<file path="src/rtl/vga_frame_reader_pkg.sv">
// vga_frame_reader_pkg: 640x480@60 timing constants, frame-buffer geometry and RGB444 pixel fields
package vga_frame_reader_pkg;
    localparam int H_ACTIVE = 640;
    localparam int H_FP     = 16;
    localparam int H_SYNC   = 96;
    localparam int H_BP     = 48;
    localparam int H_TOTAL  = H_ACTIVE + H_FP + H_SYNC + H_BP;
    localparam int V_ACTIVE = 480;
    localparam int V_FP     = 10;
    localparam int V_SYNC   = 2;
    localparam int V_BP     = 33;
    localparam int V_TOTAL  = V_ACTIVE + V_FP + V_SYNC + V_BP;
    localparam int FB_DEPTH = H_ACTIVE * V_ACTIVE;
    localparam int FB_AW    = 19;
    typedef struct packed {
        logic [3:0] r;
        logic [3:0] g;
        logic [3:0] b;
    } rgb444_t;
endpackage

</file>
<file path="src/rtl/vga_frame_reader_timing_gen.sv">
// vga_timing_gen: stage-0 h/v counters producing active0, hs0, vs0 (active low) and frame_end
//  clk, rst                      pixel clock, async active-high reset
//  active0, hs0, vs0, frame_end  combinational decodes of the counter state
module vga_timing_gen
    import vga_frame_reader_pkg::*;
#(
    parameter int HA  = H_ACTIVE,
    parameter int HFP = H_FP,
    parameter int HS  = H_SYNC,
    parameter int HB  = H_BP,
    parameter int VA  = V_ACTIVE,
    parameter int VFP = V_FP,
    parameter int VS  = V_SYNC,
    parameter int VB  = V_BP
) (
    input  logic clk,
    input  logic rst,
    output logic active0,
    output logic hs0,
    output logic vs0,
    output logic frame_end
);
    localparam logic [9:0] H_VIS  = 10'(HA);
    localparam logic [9:0] H_SS   = 10'(HA + HFP);
    localparam logic [9:0] H_SE   = 10'(HA + HFP + HS);
    localparam logic [9:0] H_LAST = 10'(HA + HFP + HS + HB - 1);
    localparam logic [9:0] V_VIS  = 10'(VA);
    localparam logic [9:0] V_SS   = 10'(VA + VFP);
    localparam logic [9:0] V_SE   = 10'(VA + VFP + VS);
    localparam logic [9:0] V_LAST = 10'(VA + VFP + VS + VB - 1);

    logic [9:0] h_cnt;
    logic [9:0] v_cnt;

    always_ff @(posedge clk or posedge rst) begin
        if (rst) begin
            h_cnt <= '0;
            v_cnt <= '0;
        end else begin
            h_cnt <= (h_cnt == H_LAST) ? '0 : h_cnt + 1'b1;
            if (h_cnt == H_LAST)
                v_cnt <= (v_cnt == V_LAST) ? '0 : v_cnt + 1'b1;
        end
    end

    assign active0   = (h_cnt < H_VIS) && (v_cnt < V_VIS);
    assign hs0       = !((h_cnt >= H_SS) && (h_cnt < H_SE));
    assign vs0       = !((v_cnt >= V_SS) && (v_cnt < V_SE));
    assign frame_end = (h_cnt == H_LAST) && (v_cnt == V_LAST);
endmodule

</file>
<file path="src/rtl/vga_frame_reader.sv">
// vga_frame_reader: scans the frame buffer in raster order and drives aligned RGB444 + VGA syncs
//  clk, rst            pixel clock, async active-high reset
//  rd_addr, rd_en      frame-buffer read port (rd_en only on visible pixels)
//  rd_data             {R,G,B} valid RD_LAT clocks after rd_en
//  vga_r/g/b, vga_hs/vs registered pins, RD_LAT+1 clocks behind the counters
//  frame_end           stage-0 pulse on the last clock of each frame
module vga_frame_reader
    import vga_frame_reader_pkg::*;
#(
    parameter int HA     = H_ACTIVE,
    parameter int HFP    = H_FP,
    parameter int HS     = H_SYNC,
    parameter int HB     = H_BP,
    parameter int VA     = V_ACTIVE,
    parameter int VFP    = V_FP,
    parameter int VS     = V_SYNC,
    parameter int VB     = V_BP,
    parameter int RD_LAT = 1,
    parameter int AW     = FB_AW
) (
    input  logic          clk,
    input  logic          rst,
    output logic [AW-1:0] rd_addr,
    output logic          rd_en,
    input  logic [11:0]   rd_data,
    output logic [3:0]    vga_r,
    output logic [3:0]    vga_g,
    output logic [3:0]    vga_b,
    output logic          vga_hs,
    output logic          vga_vs,
    output logic          frame_end
);
    logic              active0;
    logic              hs0;
    logic              vs0;
    logic [AW-1:0]     addr_cnt;
    logic [RD_LAT-1:0] act_d;
    logic [RD_LAT-1:0] hs_d;
    logic [RD_LAT-1:0] vs_d;
    rgb444_t           px;

    vga_timing_gen #(
        .HA(HA), .HFP(HFP), .HS(HS), .HB(HB),
        .VA(VA), .VFP(VFP), .VS(VS), .VB(VB)
    ) u_timing (
        .clk(clk),
        .rst(rst),
        .active0(active0),
        .hs0(hs0),
        .vs0(vs0),
        .frame_end(frame_end)
    );

    assign rd_addr = addr_cnt;
    // counters sit at (0,0) during reset, which decodes as visible
    assign rd_en   = active0 & ~rst;
    assign px      = rd_data;

    always_ff @(posedge clk or posedge rst) begin
        if (rst) begin
            addr_cnt <= '0;
            act_d    <= '0;
            hs_d     <= '1;
            vs_d     <= '1;
            vga_r    <= '0;
            vga_g    <= '0;
            vga_b    <= '0;
            vga_hs   <= 1'b1;
            vga_vs   <= 1'b1;
        end else begin
            addr_cnt <= frame_end ? '0 : addr_cnt + AW'(active0);
            act_d    <= RD_LAT'({act_d, active0});
            hs_d     <= RD_LAT'({hs_d, hs0});
            vs_d     <= RD_LAT'({vs_d, vs0});
            vga_r    <= act_d[RD_LAT-1] ? px.r : '0;
            vga_g    <= act_d[RD_LAT-1] ? px.g : '0;
            vga_b    <= act_d[RD_LAT-1] ? px.b : '0;
            vga_hs   <= hs_d[RD_LAT-1];
            vga_vs   <= vs_d[RD_LAT-1];
        end
    end
endmodule

</file>
<file path="config.mk">
export PLATFORM = sky130hd
export DESIGN_NAME = vga_frame_reader
export DESIGN_NICKNAME = d
export VERILOG_FILES = /design/src/rtl/vga_frame_reader_pkg.sv /design/src/rtl/vga_frame_reader_timing_gen.sv /design/src/rtl/vga_frame_reader.sv
export SDC_FILE = /design/constraint.sdc
export NUM_CORES = 1
export LEC_CHECK = 0
export ABC_CLOCK_PERIOD_IN_PS = 2400
export CELL_PAD_IN_SITES_DETAIL_PLACEMENT = 1
export CELL_PAD_IN_SITES_GLOBAL_PLACEMENT = 1
export CORE_MARGIN = 2
export CORE_UTILIZATION = 44
export CTS_CLUSTER_DIAMETER = 60
export DETAILED_ROUTE_END_ITERATION = 6
export DONT_BUFFER_PORTS = 1
export PLACE_DENSITY_LB_ADDON = 0.05
export SKIP_CTS_REPAIR_TIMING = 1
export SKIP_LAST_GASP = 1
export SLEW_MARGIN = 20
export SYNTH_ARGS = -nofsm -noshare
export SYNTH_HDL_FRONTEND = slang
export SYNTH_SLANG_ARGS = --single-unit
export TNS_END_PERCENT = 5
</file>
<file path="constraint.sdc">
create_clock -name clk -period 2.4 [get_ports clk]
set_input_delay 0.48 -clock clk [delete_from_list [all_inputs] [get_ports clk]]
set_output_delay 0.48 -clock clk [all_outputs]
set_load 0.1 [all_outputs]
</file>
== Word level (Yosys, flattened, before mapping) ==
Index checks and enable logic that the tools add are counted.

* $add $sub $neg: 3
* Magnitude comparators: 6
* Equality and inequality tests: 2
* Multiplexer cells: 6
* Bitwise gates (word level): 2
* Reductions and logical operators: 6

{| class="wikitable"
|+ Operators with widths
! kind !! count
|-
| $add 10x1->10 const B || 2
|-
| $eq 10x10->1 const B || 2
|-
| $lt 10x10->1 const B || 2
|-
| $lt 10x9->1 const B || 2
|-
| $mux 10 || 2
|-
| $add 19x1->19 || 1
|-
| $mux 19 || 1
|-
| $mux 4 || 3
|-
| $ge 10x10->1 const B || 1
|-
| $ge 10x9->1 const B || 1
|-
| $logic_and 1x1->1 || 4
|-
| $logic_not 1->1 || 2
|-
| $and 1x1->1 || 1
|-
| $not 1->1 || 1
|}

* Flip-flop bits (word level): 56
* Output and inout port bits: 35

== Depth between registers and ports, before layout ==
* Depth in word-level cells: 4
* Gate-level depth with buffers: 9
* Gate-level depth less buffers: 9

== Modules after synthesis ==
Synthesis repeated with hierarchy kept, for this count alone.

* Cells, all modules: 230
* Area, all modules: 2537.4 µm²

{| class="wikitable"
|+ Modules (own cells, without submodules)
! module !! instances !! cells an instance !! area an instance (µm²)
|-
| vga_frame_reader || 1 || 120 || 1437.6
|-
| vga_timing_gen || 1 || 110 || 1099.8
|}

== Least setup slack after synthesis ==
Ideal clock, no wire load.

* Kind: register to output
* Start point: register u_timing.v_cnt[5]
* End point: output rd_en
* Arrival: 3653 ps
* Required time: 1920 ps
* Slack: -1733 ps
* Stages on the path, launching flop included: 4
* Cell sequence: dfrtp_1 -> and3_1 -> and2_1 -> nor4_1

* Cells in the longest elaborated chain, start to end: 3

{| class="wikitable"
|+ Ends and longest elaborated chain
! what !! line !! text
|-
| start: declaration || vga_frame_reader_timing_gen.sv:33 || <nowiki>logic [9:0] v_cnt;</nowiki>
|-
| start signal: assignment || vga_frame_reader_timing_gen.sv:42 || <nowiki>v_cnt <= (v_cnt == V_LAST) ? '0 : v_cnt + 1'b1;</nowiki>
|-
| $lt 10x9->1 || vga_frame_reader_timing_gen.sv:46 || <nowiki>assign active0 = (h_cnt < H_VIS) && (v_cnt < V_VIS);</nowiki>
|-
| $logic_and 1x1->1 || vga_frame_reader_timing_gen.sv:46 ||
|-
| $and 1x1->1 || vga_frame_reader.sv:56 || <nowiki>assign rd_en = active0 & ~rst;</nowiki>
|-
| end: declaration || vga_frame_reader.sv:24 || <nowiki>output logic rd_en,</nowiki>
|}

No other way between the ends.

== Worst setup path after layout ==
* Start point: register u_timing.v_cnt[0]
* End point: output frame_end

* Cells in the longest elaborated chain, start to end: 2

{| class="wikitable"
|+ Ends and longest elaborated chain
! what !! line !! text
|-
| $eq 10x10->1 || vga_frame_reader_timing_gen.sv:49 || <nowiki>assign frame_end = (h_cnt == H_LAST) && (v_cnt == V_LAST);</nowiki>
|-
| $logic_and 1x1->1 || vga_frame_reader_timing_gen.sv:49 ||
|-
| end: declaration || vga_frame_reader.sv:31 || <nowiki>output logic frame_end</nowiki>
|}

No other way between the ends.

==> flow_metrics.env <==
export IMPL_slew_viol_final=0
export IMPL_power_total_w=0.00173
export IMPL_maxCapViolCount=0
export IMPL_path_clk_slew_ns=0.10
export IMPL_critical_path_startpoint_type="flop"
export IMPL_global_route_wire_length_before_repair_microns=9770
export IMPL_netlist_area_before_placement_sq_um=2560
export IMPL_grt_overflow=0
export IMPL_grt_start_max_net_pins=37
export IMPL_post_dp_cell_area_sq_um=2940
export IMPL_layout_drive_gt1_share=0.293
export IMPL_power_internal_w=0.00129
export IMPL_cts_tree="done"
export IMPL_postSynthAreaPerCell_sq_um=10.8
export IMPL_cts_root_buf="clkbuf_8"
export IMPL_postLayoutCellArea_sq_um=3220
export IMPL_critPathKind="flop to primary output"
export IMPL_power_density_of_the_placed_cells_nw_per_um2=537
export IMPL_chipHeight_microns=80.3
export IMPL_net_switching_power_w=0.000440
export IMPL_grt_setup_unrepaired="true"
export IMPL_synth_warnings=0
export IMPL_num_fill_cells=624
export IMPL_synth_ff_latch_count=56
export IMPL_cp_required_ns=1.92
export IMPL_gp_routability_congestion=0.881
export IMPL_yosysSeqAreaShare=0.550
export IMPL_floorplan_rows=27
export IMPL_core_area_sq_um=5570
export IMPL_synth_fa_ha_area_frac=0.0293
export IMPL_nNetsFinal=309
export IMPL_cts_htree_levels=2
export IMPL_clk_latency_ns=0.32
export IMPL_power_clock_fraction=0.370
export IMPL_die_area_sq_um=6440
export IMPL_synth_area_mux_share=0.00391
export IMPL_min_period_over_period=0.982
export IMPL_maxSlewHeadroom=0.495
export IMPL_synth_lib_cells_used_distinct=36
export IMPL_dr_pass1_iters=4
export IMPL_postSynthNetCount=256
export IMPL_ant_nets=0
export IMPL_crit_chain="inv_2 -> ha_1 -> nor4bb_4 -> nand4_1 -> nor2_4 -> buf_12"
export IMPL_slowest_cp_cell="dfrtp_1"
export IMPL_final_common_cell="buf_4"
export IMPL_detail_route_wl_per_cell_microns=17.7
export IMPL_antenna_found_initial=0
export IMPL_post_synth_xor_area_fraction=0.0890
export IMPL_hpwl_microns=4540
export IMPL_via_count=1969
export IMPL_comb_power_share=0.077
export IMPL_dp_cells=341
export IMPL_die_width_microns=80.3
export IMPL_flow_area_growth_from_synthesis_pct=26.0
export IMPL_power_share_sequential=0.552
export IMPL_top_level_ports=49
export IMPL_timing_final_crit_period_ns=2.36
export IMPL_power_leakage_nw=1.45
export IMPL_drtIter0Drc=48
export IMPL_clkSinkCount=56
export IMPL_drc=0
export IMPL_grt_usage=0.200
export IMPL_synth_top_family_by_area="simple AND/OR/NAND/NOR gates"
export IMPL_number_of_global_route_vias_before_repair=2020
export IMPL_yosys_area_share_simple=0.265
export IMPL_post_synth_top_area_cell="dfrtp_1"
export IMPL_tritoncts_buffer_count=5
export IMPL_finalCoreUtilization=0.578
export IMPL_end_kind="primary output"
export IMPL_critical_path_peak_fanout=8
export IMPL_min_delay_path_class="input pin to asynchronous set/reset pin"
export IMPL_portion_of_synthesized_cell_area_occupied_by_the_leading_cell_type=0.509
export IMPL_run_status="finished, final reports clean"
export IMPL_share_of_the_synthesized_area_in_compound_gates_ao_oa_aoi_oai=0.0279
export IMPL_finClkSkew_ns=0.00515
export IMPL_route_final_wire_length_microns=6390
export IMPL_commonest_cells_after_routing_fill_and_taps_aside="buf_4 (52), dfrtp_1 (51), nor2_1 (26)"
export IMPL_final_instance_count_excl_fill=362
export IMPL_power_switching_share=0.254
export IMPL_vdd_ir_drop_max_uv=273
export IMPL_maximum_clock_rate_mhz=424
export IMPL_synth_area_top_cells="dfrtp_1 (51%), xnor2_1 (6.8%), dfstp_2 (4.1%)"
export IMPL_report_final_setup_viol=0
export IMPL_syn_instance_count=236
export IMPL_r2r_cells=9
export IMPL_hold_viol=0
export IMPL_worst_slew_pin_slew_ns=0.756
export IMPL_portBuffers=0
export IMPL_post_drt_via_cell_ratio=5.44
export IMPL_max_stage_delay_ns=0.43
export IMPL_n_antenna_cell=0
export IMPL_start_util=0.459
export IMPL_worstPathArrival_ns=1.88
export IMPL_clock_path_buffers=2
[sequential cells by signal, summed over array words and instances (netlist names)]
register	cells
act_d	1
hs_d	1
rd_addr	19
u_timing.h_cnt	10
u_timing.v_cnt	10
vga_b	4
vga_g	4
vga_hs	1
vga_r	4
vga_vs	1
vs_d	1
[layout make-up]
class                      count  area (sq um)  area share
clock buffer                   5          68.8      0.0213
inverter                       9          33.8      0.0105
multi-input combinational    163          1140       0.354
sequential                    56          1410       0.437
timing repair buffer          54           435       0.135
clock inverter                 3          46.3      0.0144
tap                           72          90.1      0.0279
[cells by family (layout without fill, tap and decap cells)]
group,after synthesis,count (layout)
mux,1,1
xor+xnor,26,26
buf+inv,17,71
flops,56,56
fa+ha+maj,6,6
compound gates,13,13
simple gates,117,117
[worst max-delay path: cells and delay by family (launching register included)]
| kind | cells | cell delay (ns) |
|---|---|---|
| adder cells (fa/ha/maj) | 1 | 0.17 |
| flip-flops | 1 | 0.43 |
| AND/OR/NAND/NOR | 3 | 0.65 |
| buffers and inverters | 2 | 0.29 |
[per-layer routing]
layer	vias to the layer above	share of wire	track usage	wire, microns
met4	0	0.019	0.0678	119
li1	914	-	-	-
met2	42	0.51	0.334	3230
met3	9	0.046	0.0483	294
met5	-	0	0	0
met1	1004	0.43	0.254	2750
[path summary, 6_finish.rpt]
kind	start	endpoint	slack [ns]
setup / recovery	u_timing.v_cnt[0]$_DFFE_PP0N_	frame_end	0.04
max in group asynchronous	rst	vga_hs$_DFF_PP1_	1.53
hold reg to reg	hs_d$_DFF_PP1_	vga_hs$_DFF_PP1_	0.37
hold / removal	rst	u_timing.v_cnt[1]$_DFFE_PP0N_	0.16
setup reg to reg	u_timing.v_cnt[7]$_DFFE_PP0N_	rd_addr[18]$_DFF_PP0_	0.08
min in group clk	rd_data[2]	vga_b[2]$_DFF_PP0_	0.29
[Yosys cell counts (all sizes together)]
master and instances:
dfrtp 52, nor2 28, xnor2 20, nand3 19, and2 14, nor3 11, and3 9, inv 9
nor4 9, nand4 8, buf 6, ha 6, nand2 6, o21ai 6, xor2 6, a21oi 5
dfstp 4, nor2b 4, and4 2, clkbuf 2, nor4b 2, or3 2, a22o 1, mux2i 1
nand4b 1, nor4bb 1, o21a 1, or4b 1
[power groups by stage]
stage / combinational (W) / clock (W) / sequential, W
2_1_floorplan: 0.0000287 / 0 / 0.00105
3_3_place_gp: 0.000133 / 0 / 0.000974
3_5_place_dp: 0.000136 / 0 / 0.000975
4_1_cts: 0.000136 / 0.000654 / 0.000957
5_1_grt: 0.000140 / 0.000698 / 0.000958
6_report: 0.000134 / 0.000641 / 0.000956
[stage by stage]
| stage | setup WS (ns) | hold WS (ns) | setup TNS, ns |
|---|---|---|---|
| after floorplan | 0.0624 | 0.345 | 0 |
| after global placement | 0.0992 | 0.346 | 0 |
| after detailed placement | -0.0275 | 0.352 | -0.0498 |
| after CTS | -0.126 | 0.184 | -0.297 |
| after global routing | -0.0728 | 0.206 | -0.286 |
| final | 0.0429 | 0.165 | 0 |
No activity file was read; power rests on OpenSTA's default activity.
